`config.mk`:
```
export PLATFORM = sky130hd
export DESIGN_NAME = fetch_queue
export DESIGN_NICKNAME = d
export VERILOG_FILES = /design/src/rtl/fetch_queue.sv
export SDC_FILE = /design/constraint.sdc
export NUM_CORES = 1
export LEC_CHECK = 0
export ABC_AREA = 1
export BUFFER_PORTS_ARGS = -buffer_cell sky130_fd_sc_hd__buf_2
export CAP_MARGIN = 20
export CORE_MARGIN = 2
export CORE_UTILIZATION = 56
export DETAILED_ROUTE_END_ITERATION = 10
export HOLD_SLACK_MARGIN = 0.05
export PLACE_DENSITY = 0.9
export SKIP_CTS_REPAIR_TIMING = 1
export SYNTH_ARGS = -nofsm -noshare
export SYNTH_HDL_FRONTEND = slang
export SYNTH_SLANG_ARGS = --single-unit
```
`constraint.sdc`:
```
create_clock -name CLK -period 5.5 [get_ports CLK]
set_input_delay 0.275 -clock CLK [delete_from_list [all_inputs] [get_ports CLK]]
set_output_delay 0.275 -clock CLK [all_outputs]
set_load 0.1 [all_outputs]
```
`src/rtl/fetch_queue.sv`:
```
// Fetch stage with a DEPTH-entry instruction queue between I-memory and decode.
// Redirects from execute flush the queue and the pending fetch in one cycle.
module fetch_queue #(
  parameter logic [31:0] PC_INIT = 32'h0000_0000,
  parameter int unsigned DEPTH   = 4,
  parameter logic [31:0] PC_STEP = 32'h0000_0004
) (
  input  logic                       CLK,
  input  logic                       nRST,
  input  logic                       ihit,
  input  logic [31:0]                imemload,
  output logic                       imemREN,
  output logic [31:0]                imemaddr,
  output logic [31:0]                fetch_pc,
  input  logic                       pred_taken,
  input  logic [31:0]                pred_target,
  input  logic                       misprediction,
  input  logic [31:0]                correct_pc,
  input  logic                       deq_ready,
  output logic                       deq_valid,
  output logic [31:0]                deq_instr,
  output logic [31:0]                deq_pc,
  output logic                       deq_pred,
  output logic [$clog2(DEPTH+1)-1:0] count
);

  localparam int unsigned PW = $clog2(DEPTH);
  localparam int unsigned CW = $clog2(DEPTH + 1);
  localparam logic [CW-1:0] FULL_CNT = CW'(DEPTH);
  localparam logic [CW-1:0] CNT_ZERO = {CW{1'b0}};
  localparam logic [CW-1:0] CNT_ONE  = CW'(1);
  localparam logic [PW-1:0] PTR_ZERO = {PW{1'b0}};
  localparam logic [PW-1:0] PTR_ONE  = PW'(1);

  typedef struct packed {
    logic [31:0] pc;
    logic [31:0] instr;
    logic        pred;
  } entry_t;

  entry_t        storage_r [DEPTH];
  logic [PW-1:0] rd_ptr_r;
  logic [PW-1:0] wr_ptr_r;
  logic [CW-1:0] count_r;
  logic [31:0]   fetch_pc_r;

  logic          full_s;
  logic          empty_s;
  logic          ren_s;
  logic          push_s;
  logic          pop_s;
  logic [31:0]   next_pc_s;
  entry_t        head_s;

  // Handshake decode, next-PC selection and head read-out
  always_comb begin
    full_s    = (count_r == FULL_CNT);
    empty_s   = (count_r == CNT_ZERO);
    ren_s     = !full_s && !misprediction;
    push_s    = ihit && ren_s;
    pop_s     = !empty_s && deq_ready && !misprediction;
    head_s    = storage_r[rd_ptr_r];
    if (pred_taken) begin
      next_pc_s = pred_target;
    end else begin
      next_pc_s = fetch_pc_r + PC_STEP;
    end
    // Head fields are forced to zero while empty so stale storage never shows.
    if (empty_s) begin
      deq_instr = 32'h0000_0000;
      deq_pc    = 32'h0000_0000;
      deq_pred  = 1'b0;
    end else begin
      deq_instr = head_s.instr;
      deq_pc    = head_s.pc;
      deq_pred  = head_s.pred;
    end
    imemREN   = ren_s;
    imemaddr  = fetch_pc_r;
    fetch_pc  = fetch_pc_r;
    deq_valid = !empty_s;
    count     = count_r;
  end

  // Fetch PC, queue pointers and occupancy; redirect outranks push and pop
  always_ff @(posedge CLK) begin
    if (!nRST) begin
      fetch_pc_r <= PC_INIT;
      rd_ptr_r   <= PTR_ZERO;
      wr_ptr_r   <= PTR_ZERO;
      count_r    <= CNT_ZERO;
    end else if (misprediction) begin
      fetch_pc_r <= correct_pc;
      rd_ptr_r   <= PTR_ZERO;
      wr_ptr_r   <= PTR_ZERO;
      count_r    <= CNT_ZERO;
    end else begin
      if (push_s) begin
        wr_ptr_r   <= wr_ptr_r + PTR_ONE;
        fetch_pc_r <= next_pc_s;
      end
      if (pop_s) begin
        rd_ptr_r <= rd_ptr_r + PTR_ONE;
      end
      case ({push_s, pop_s})
        2'b10:   count_r <= count_r + CNT_ONE;
        2'b01:   count_r <= count_r - CNT_ONE;
        default: count_r <= count_r;
      endcase
    end
  end

  // Entry storage; contents need no reset because count gates visibility
  always_ff @(posedge CLK) begin
    if (push_s) begin
      storage_r[wr_ptr_r] <= '{pc: fetch_pc_r, instr: imemload, pred: pred_taken};
    end
  end

endmodule

```
Yosys cells after proc, flatten, opt, wreduce, memory -nomap -nowiden

Memory sizes are Yosys's and may differ from the RTL's. A register that Yosys moved wholly into a read port is not among the register bits.
Cells that the tools add are included.

$add $sub $neg: 5
Multiply operators: 0
Divide/modulo/power cells: 0
Order comparisons: 0
Equal/unequal tests: 3
Shift-type cells: 0
Muxes and demuxes: 11
Bitwise logic cells: 1
Reduce and logical (&&, ||, !) cells: 11

Operators by type and width:

| cell                                                                   | number |
|---|---|
| 32-bit 2-to-1 mux                                                      | 5 |
| 32-bit by 3-bit adder with 32-bit output (second input constant)       | 1 |
| 3-bit case mux with 2 select lines                                     | 1 |
| 2-bit by 1-bit adder with 2-bit output (second input constant)         | 2 |
| 1-bit logical AND                                                      | 4 |
| 2-bit 2-to-1 mux                                                       | 2 |
| 2-bit nonzero test                                                     | 2 |
| 3-bit by 1-bit adder with 3-bit output (second input constant)         | 1 |
| 3-bit equality test (second input constant)                            | 1 |
| 1-bit logical NOT                                                      | 3 |
| 3-bit logical NOT                                                      | 1 |
| 1-bit 2-to-1 mux                                                       | 3 |
| 3-bit by 1-bit subtractor with 3-bit output (second input constant)    | 1 |
| 2-bit by 1-bit equality test with 1-bit output (second input constant) | 1 |
| 2-bit equality test (second input constant)                            | 1 |
| 2-bit OR reduction                                                     | 1 |
| 1-bit NOT                                                              | 1 |

Register bits: 39
Bits in latches: 0
Bits in writable memories: 260
Bits in read-only memories: 0
Input port bits: 102
Output and inout bits: 134
Logic and storage cells: 36
Memories: 1

Memories:

| name      | depth | width | read ports | clocked after Yosys merged registers in | wr ports | RTL line | source |
|---|---|---|---|---|---|---|---|
| storage_r | 4     | 65    | 1          | 1                                       | 1        | 41       | `entry_t storage_r [DEPTH];` |

Longest topological paths before layout

Gate-level depths: netlist of run 1.

Depth in word-level cells: 6
Gate-level depth with buffers: 11
Depth with buffers taken out: 10

Worst setup path after synthesis of run 1

OpenSTA, ideal clock, no wires.

Path type: reg-to-reg
From: register count_r[0] (netlist: count[0])
To: memory storage_r[0][0] in the netlist's numbering (enable)
Setup time: 0.488 ns
Arrival time: 4.360 ns
Data required time: 5.012 ns
Setup slack: 0.652 ns
Cell stages (with the launch flop): 6
Path buffers: 1
Period minus slack after synthesis: 4.848 ns
Path through: dfxtp_1 -> inv_2 -> nand3_2 -> nand3_2 -> buf_2 -> nor2_1

Cells in the longest elaborated chain, start to end: 6

Ends and longest elaborated chain:

| element                                | RTL line | source |
|---|---|---|
| start: declaration                     | 44       | `logic [CW-1:0] count_r;` |
| start signal: assignment               | 106      | `2'b10: count_r <= count_r + CNT_ONE;` |
| start signal: assignment               | 107      | `2'b01: count_r <= count_r - CNT_ONE;` |
| start signal: assignment               | 108      | `default: count_r <= count_r;` |
| 3-bit equality test                    | 57       | `full_s = (count_r == FULL_CNT);` |
| 1-bit logical NOT                      | 59       | `ren_s = !full_s && !misprediction;` |
| 1-bit logical AND                      | 59       |  |
| 1-bit logical AND                      | 60       | `push_s = ihit && ren_s;` |
| 1-bit 2-to-1 mux                       | 115      | `if (push_s) begin` |
| 1-bit 2-to-1 mux (implied by the code) | 116      | `storage_r[wr_ptr_r] <= '{pc: fetch_pc_r, instr: imemload, pred: pred_taken};` |
| end: declaration                       | 41       |  |

Every way passes these cells.

==> flow_metrics.py, run 1 <==
metrics = {
    "yosys": {
        "yosysSeqAreaShare_pct": 65.5,
        "syn_area_per_cell_um2": 10.2,
        "netlist_instances": 1293,
        "ys_ff_latch": 301,
        "synth_cell_types": 37,
        "synth_edf_count": 260,
        "synth_top_area_share_pct": 59.3,
        "syn_area_um2": 13200,
        "synth.area.top_cells": "edfxtp_1 (59%), nor2_1 (9.6%), dfxtp_1 (6.2%)",
        "synthArstFlopShare_pct": 0,
        "synth_ff_type": "edfxtp_1",
        "synth_warnings": 0,
        "yosysTopAreaCell": "edfxtp_1",
        "synth_nets": 1402,
    },
    "route": {
        "via_per_inst": 5.50,
        "drt-initial-drc-count": 861,
        "drt_pass1_iterations": 5,
        "route.detailed.drc": 0,
        "vias": 10200,
        "ant_nets": 0,
        "avgRoutedWirePerCell_um": 17.6,
        "wirelength_mm": 32.7,
    },
    "timing": {
        "fin_crit_sh_pct": 61.9,
        "drv_slew": 0,
        "worstMarginPinSlew_ns": 1.12,
        "relSlewSlack_pct": 25.6,
        "hold_violations": 0,
        "fin_crit_ns": 3.41,
        "fmax_ghz": 0.294,
        "setup-violations-final": 0,
        "fin_tns_setup_ns": 0,
        "finClkSkew_ns": 0.0151,
        "rsz0062_at_grt": "no",
    },
    "pwr": {
        "ir_worst_vdd_uv": 251,
        "p_leak_nw": 5.97,
        "powerDensity_nw_per_um2": 342,
    },
    "layout": {
        "drive_gt1_share_pct": 21.1,
        "multiInputGateArea_um2": 3850,
        "final_cell_mix": "nor2_1 (332), edfxtp_1 (260), buf_2 (235)",
        "nets": 1617,
        "final_common_cell": "nor2_1",
        "fillers": 1714,
        "synthToLayoutAreaGrowth_pct": 18.7,
        "final_cells": 1851,
        "antenna_cells": 0,
        "ff_latch_area_um2": 8630,
    },
    "grt": {
        "grt_max_degree": 125,
        "antenna_found_initial": 0,
        "grt_pass1_vias": 9480,
        "grt.total_usage_pct": 24.6,
        "overflow": 0,
        "grt_pass1_wl_mm": 47.7,
    },
    "floorplanning": {
        "die_h_um": 157,
        "core-area_um2": 23300,
        "io_pins": 236,
        "die_x_um": 157,
        "rows": 56,
        "initial_core_util_pct": 56.6,
        "die-area_um2": 24800,
    },
    "critical_path": {
        "r2r_slack_ns": 2.65,
        "startpoint_type": "register",
        "path_max_fanout": 82,
        "critPathKind": "reg -> out",
        "cp.arrival_ns": 3.13,
        "end_kind": "primary output",
        "crit_required_ns": 5.22,
    },
    "placed_design": {
        "place_congestion": 0.882,
        "dp_hpwl_mm": 19.3,
        "dp_cells": 1762,
        "port_buffers": 235,
    },
    "clock_network": {
        "htreeDepth": 1,
        "insertion_delay_ns": 0.54,
        "clkTransAtPathRegs_ns": 0.06,
        "numCtsBuffers": 30,
        "cts_num_sinks": 301,
        "clockBufferDepth": 3,
        "cts_root_buf": "clkbuf_16",
        "cts_tree": "yes",
    },
    "run_status": {
        "status": "complete, no violations",
    },
    "flow_run": {
        "cap_violations": 0,
    },
    "worst_hold_path": {
        "min_path_type": "in -> reg",
    },
}
Yosys cell counts, drive strengths merged, types with 5 or more instances:
library cell and number:
a21oi 113, buf 67, o21ai 150, o22ai 8
nand2 148, nor2 345, nand3 37, edfxtp 260
inv 55, ha 6, a211oi 5, a31oi 5
dfxtp 41, clkbuf 31
metal layers:
metal  track usage, %  part of all wire (%)
met5                0                     0
met4             8.40                   2.1
met3             3.72                   7.6
met2             42.8                    50
met1             31.6                    40
worst max-delay path, stage by stage, from the launching register on:
cell	delay, ns
dfxtp_4	0.69
buf_4	0.72
nor2_1	0.11
nor2_1	0.11
o21ai_0	0.09
a21oi_1	0.29
buf_2	0.48
final timing paths:
check	startpoint	endpoint	cells after the start
worst min-delay path	pred_target[8]	fetch_pc[8]	3
worst max-delay path	register	deq_pc[10]	6
worst min register to register	count[0]	count[0]	2
worst max register to register	count[0]	storage_r[2][33]	5
per-stage QoR:
step / total power, W / hold slack, ns / setup WS [ns] / area, um2 / utilization, %
after floorplan: 0.00328 / 0.374 / 0.652 / 13200 / -
after global placement: 0.00342 / 0.484 / 2.38 / 14400 / 61.8
after detailed placement: 0.00343 / 0.494 / 2.31 / 14400 / 61.8
after CTS: 0.00534 / -0.0694 / 2.11 / 15300 / 65.8
after global routing: 0.00549 / 0.0517 / 1.86 / 15600 / 67.2
final: 0.00534 / 0.0564 / 2.09 / 15600 / 67.2
cell families (layout without fill, tap and decap cells):
| logic type | count (synthesis) | after routing | share of synthesized area [%] |
|---|---|---|---|
| fa+ha+maj | 7 | 7 | 0.722 |
| xor+xnor | 1 | 1 | 0.0665 |
| buf+inv | 153 | 392 | 5.53 |
| simple gates | 541 | 541 | 16.6 |
| compound gates | 290 | 290 | 11.6 |
| flops | 301 | 301 | 65.5 |
area by class of cell:
| cell class | count | share of cell area (%) |
|---|---|---|
| inverters | 55 | 1.33 |
| clock buffers | 47 | 5.53 |
| clock inverters | 9 | 0.488 |
| multi-input cells | 839 | 24.6 |
| flip-flops and latches | 301 | 55.2 |
| well taps | 319 | 2.55 |
| repair buffers | 281 | 10.3 |
flip-flops by register name, indices dropped and copies added (netlist names), named ones only:
name,cells
fetch_pc,32
count,3
wr_ptr_r,2
rd_ptr_r,2
storage_r,260
power breakdown:
| part | internal [W] | switching, W | total, W |
|---|---|---|---|
| combinational | 0.000143 | 0.000650 | 0.000793 |
| clock | 0.00113 | 0.000804 | 0.00193 |
| sequential | 0.00255 | 0.0000742 | 0.00262 |
| total | 0.00381 | 0.00153 | 0.00534 |
Note: power is estimated with default switching activity, not from simulation.
==> run 2: changes to the inputs <==
--- a/config.mk
+++ b/config.mk
@@ -5,7 +5,7 @@
 export SDC_FILE = /design/constraint.sdc
 export NUM_CORES = 1
 export LEC_CHECK = 0
-export ABC_AREA = 1
+export ABC_AREA = 0
 export BUFFER_PORTS_ARGS = -buffer_cell sky130_fd_sc_hd__buf_2
 export CAP_MARGIN = 20
 export CORE_MARGIN = 2
==> constraint.sdc (replaced) <==
create_clock -name CLK -period 3.3 [get_ports CLK]
set_input_delay 0.165 -clock CLK [delete_from_list [all_inputs] [get_ports CLK]]
set_output_delay 0.165 -clock CLK [all_outputs]
set_load 0.1 [all_outputs]
==> run 2 against run 1 <==
Wire length decreased by 5.4%. Sequential power increased by 66%. Global-route usage decreased by 0.46 points. Via count decreased by 18%. Register-to-register slack got worse by 2.3 ns. Sequential share of layout area decreased by 0.12 points. Die area decreased by 2.6%. Area after synthesis decreased by 2.7%. Synthesized cell count decreased by 37%. Combinational power increased by 51%. Clock skew decreased by 0.0050 ns. Critical endpoint is now fetch_pc[26]. Largest power group unchanged. Highest routed layer unchanged.
==> flow_metrics.py, run 2 <==
metrics = {
    "run_status": {
        "status": "complete, no violations",
    },
    "floorplanning": {
        "core-area_um2": 22600,
        "io_pins": 236,
        "die-area_um2": 24100,
        "die_x_um": 155,
        "die_h_um": 155,
        "rows": 55,
        "initial_core_util_pct": 56.8,
    },
    "yosys": {
        "netlist_top_cells_count": "edfxtp_1 (260), and2_1 (72), mux4_2 (65)",
        "yosysSeqAreaShare_pct": 67.3,
        "synthArstFlopShare_pct": 0,
        "synth_top_area_share_pct": 60.9,
        "syn_area_per_cell_um2": 15.7,
        "synth_warnings": 0,
        "netlist_instances": 818,
        "ys_ff_latch": 301,
        "synth_ff_type": "edfxtp_1",
        "synth.area.top_cells": "edfxtp_1 (61%), mux4_2 (11%), dfxtp_1 (6.4%)",
        "synth_edf_count": 260,
        "synth_cell_types": 66,
        "yosysTopAreaCell": "edfxtp_1",
        "synth_nets": 927,
        "syn_area_um2": 12800,
        "yosysMostFrequentCell": "edfxtp_1",
    },
    "timing": {
        "worstMarginPinSlew_ns": 0.905,
        "rsz0062_at_grt": "no",
        "fin_crit_sh_pct": 88.9,
        "drv_slew": 0,
        "fin_worst_hold_slack_ns": 0.0151,
        "setup-violations-final": 0,
        "fin_tns_setup_ns": 0,
        "fmax_ghz": 0.341,
        "relSlewSlack_pct": 39.2,
        "finClkSkew_ns": 0.0100,
        "fin_crit_ns": 2.93,
        "hold_violations": 0,
    },
    "clock_network": {
        "htreeDepth": 1,
        "cts_root_buf": "clkbuf_16",
        "insertion_delay_ns": 0.54,
        "cts_num_sinks": 301,
        "numCtsBuffers": 31,
        "clkTransAtPathRegs_ns": 0.07,
        "cts_tree": "yes",
        "clockBufferDepth": 3,
    },
    "critical_path": {
        "cp-endpoint": "fetch_pc[26]",
        "path_max_fanout": 11,
        "r2r_start": "fetch_pc[3]",
        "crit_required_ns": 3.72,
        "reg2reg_to": "fetch_pc[26]",
        "critPathKind": "reg -> reg",
        "worstSetupStartpoint": "fetch_pc[3]",
        "r2r_cells": 7,
        "end_kind": "register",
        "cp.arrival_ns": 3.36,
        "r2r_slack_ns": 0.37,
        "startpoint_type": "register",
    },
    "route": {
        "wirelength_mm": 30.9,
        "vias": 8388,
        "drt_pass1_iterations": 9,
        "via_per_inst": 6.02,
        "avgRoutedWirePerCell_um": 22.2,
        "route.detailed.drc": 0,
        "ant_nets": 0,
        "drt-initial-drc-count": 857,
    },
    "layout": {
        "nets": 1193,
        "fillers": 1452,
        "largest_reg_flops": 260,
        "final_cell_mix": "edfxtp_1 (260), buf_2 (235), and2_1 (68)",
        "final_common_cell": "edfxtp_1",
        "regMostFlops": "storage_r",
        "synthToLayoutAreaGrowth_pct": 22.3,
        "finalCoreUtilization_pct": 69.5,
        "drive_gt1_share_pct": 35.5,
    },
    "flow_run": {
        "cap_violations": 0,
    },
    "grt": {
        "grt.total_usage_pct": 24.2,
        "overflow": 0,
        "grt_pass1_vias": 7915,
        "antenna_found_initial": 1,
        "grt_max_degree": 67,
        "grt_pass1_wl_mm": 44.6,
    },
    "pwr": {
        "p_leak_nw": 5.73,
        "ir_worst_vdd_uv": 386,
        "powerDensity_nw_per_um2": 561,
    },
    "placed_design": {
        "place_congestion": 0.909,
        "dp_hpwl_mm": 19.4,
        "port_buffers": 235,
    },
    "worst_hold_path": {
        "min_path_type": "in -> reg",
        "whs_path_depth": 4,
    },
}
run 2: cell count changes after synthesis, moves of 37 or more:
cell / delta
and2_1: +72
a21oi_1: -70
nor2_1: -309
o21ai_0: -118
nand2_1: -104
inv_1: -37
mux4_2: +65
run 2: power breakdown:
part / total [W] / switching, W / leakage, nW / internal [W]
clock: 0.00326 / 0.00139 / 0.476 / 0.00187
sequential: 0.00435 / 0.000114 / 2.73 / 0.00423
combinational: 0.00120 / 0.000922 / 2.52 / 0.000274
total: 0.00880 / 0.00243 / 5.73 / 0.00637
run 2: final cells by class:
type / instances / area [um2] / area share, %
diodes: 1 / 2.50 / 0.0160
clock buffers: 34 / 787 / 5.02
clock inverters: 22 / 168 / 1.07
inverters: 14 / 52.6 / 0.335
multi-input cells: 426 / 3740 / 23.8
flip-flops and latches: 301 / 8640 / 55.1
well taps: 285 / 357 / 2.27
repair buffers: 310 / 1940 / 12.4
run 2: cells by family (layout without fill, tap and decap cells):
kind of cell | Yosys count | after routing | synth area share [%]
AOI/OAI and AO/OA | 129 | 129 | 6.66
xor gates and xnor gates | 6 | 6 | 0.410
adders and majority gates | 7 | 7 | 0.742
buffers and inverters | 91 | 380 | 3.75
DFF | 301 | 301 | 67.3
muxes | 69 | 69 | 11.7
other | 0 | 1 | 0
and+or+nand+nor | 215 | 215 | 9.43
run 2: how the worst min path moves through the flow:
stage	from	endpoint	slack (ns)
floorplan	pred_taken	storage_r[0][0]	0.26
global placement	imemload[16]	storage_r[3][17]	0.38
detailed placement	imemload[8]	storage_r[3][9]	0.38
CTS	imemload[8]	storage_r[0][9]	-0.18
global route	correct_pc[3]	fetch_pc[3]	0.05
finish	pred_target[13]	fetch_pc[13]	0.02
run 2: worst max-delay path: stages, from the launching register on:
cell           delay, ns
dfxtp_1             0.57
ha_1                0.30
nand4_1             0.19
nor3_2              0.62
nand4_1             0.19
o22ai_1             0.27
a211oi_1            0.10
dlygate4sd3_1       0.57
run 2: layer usage:
| layer | global-route usage (%) | vias to the layer above | wire (um) |
|---|---|---|---|
| li1 | - | 3707 | - |
| met1 | 32.5 | 4144 | 12000 |
| met2 | 41.0 | 465 | 15400 |
| met3 | 4.60 | 72 | 2700 |
| met4 | 6.29 | 0 | 835 |
| met5 | 0 | - | 0 |
run 2: metrics by stage:
stage | worst slack [ns] | cell area, um2 | power (W) | cells
floorplan | -0.0307 | 12800 | 0.00531 | 818
global placement | 0.857 | 14200 | 0.00553 | 1279
detailed placement | 0.695 | 14200 | 0.00555 | 1279
CTS | 0.568 | 15100 | 0.00878 | 1335
global route | 0.160 | 15700 | 0.00905 | 1393
finish | 0.366 | 15700 | 0.00880 | 1393
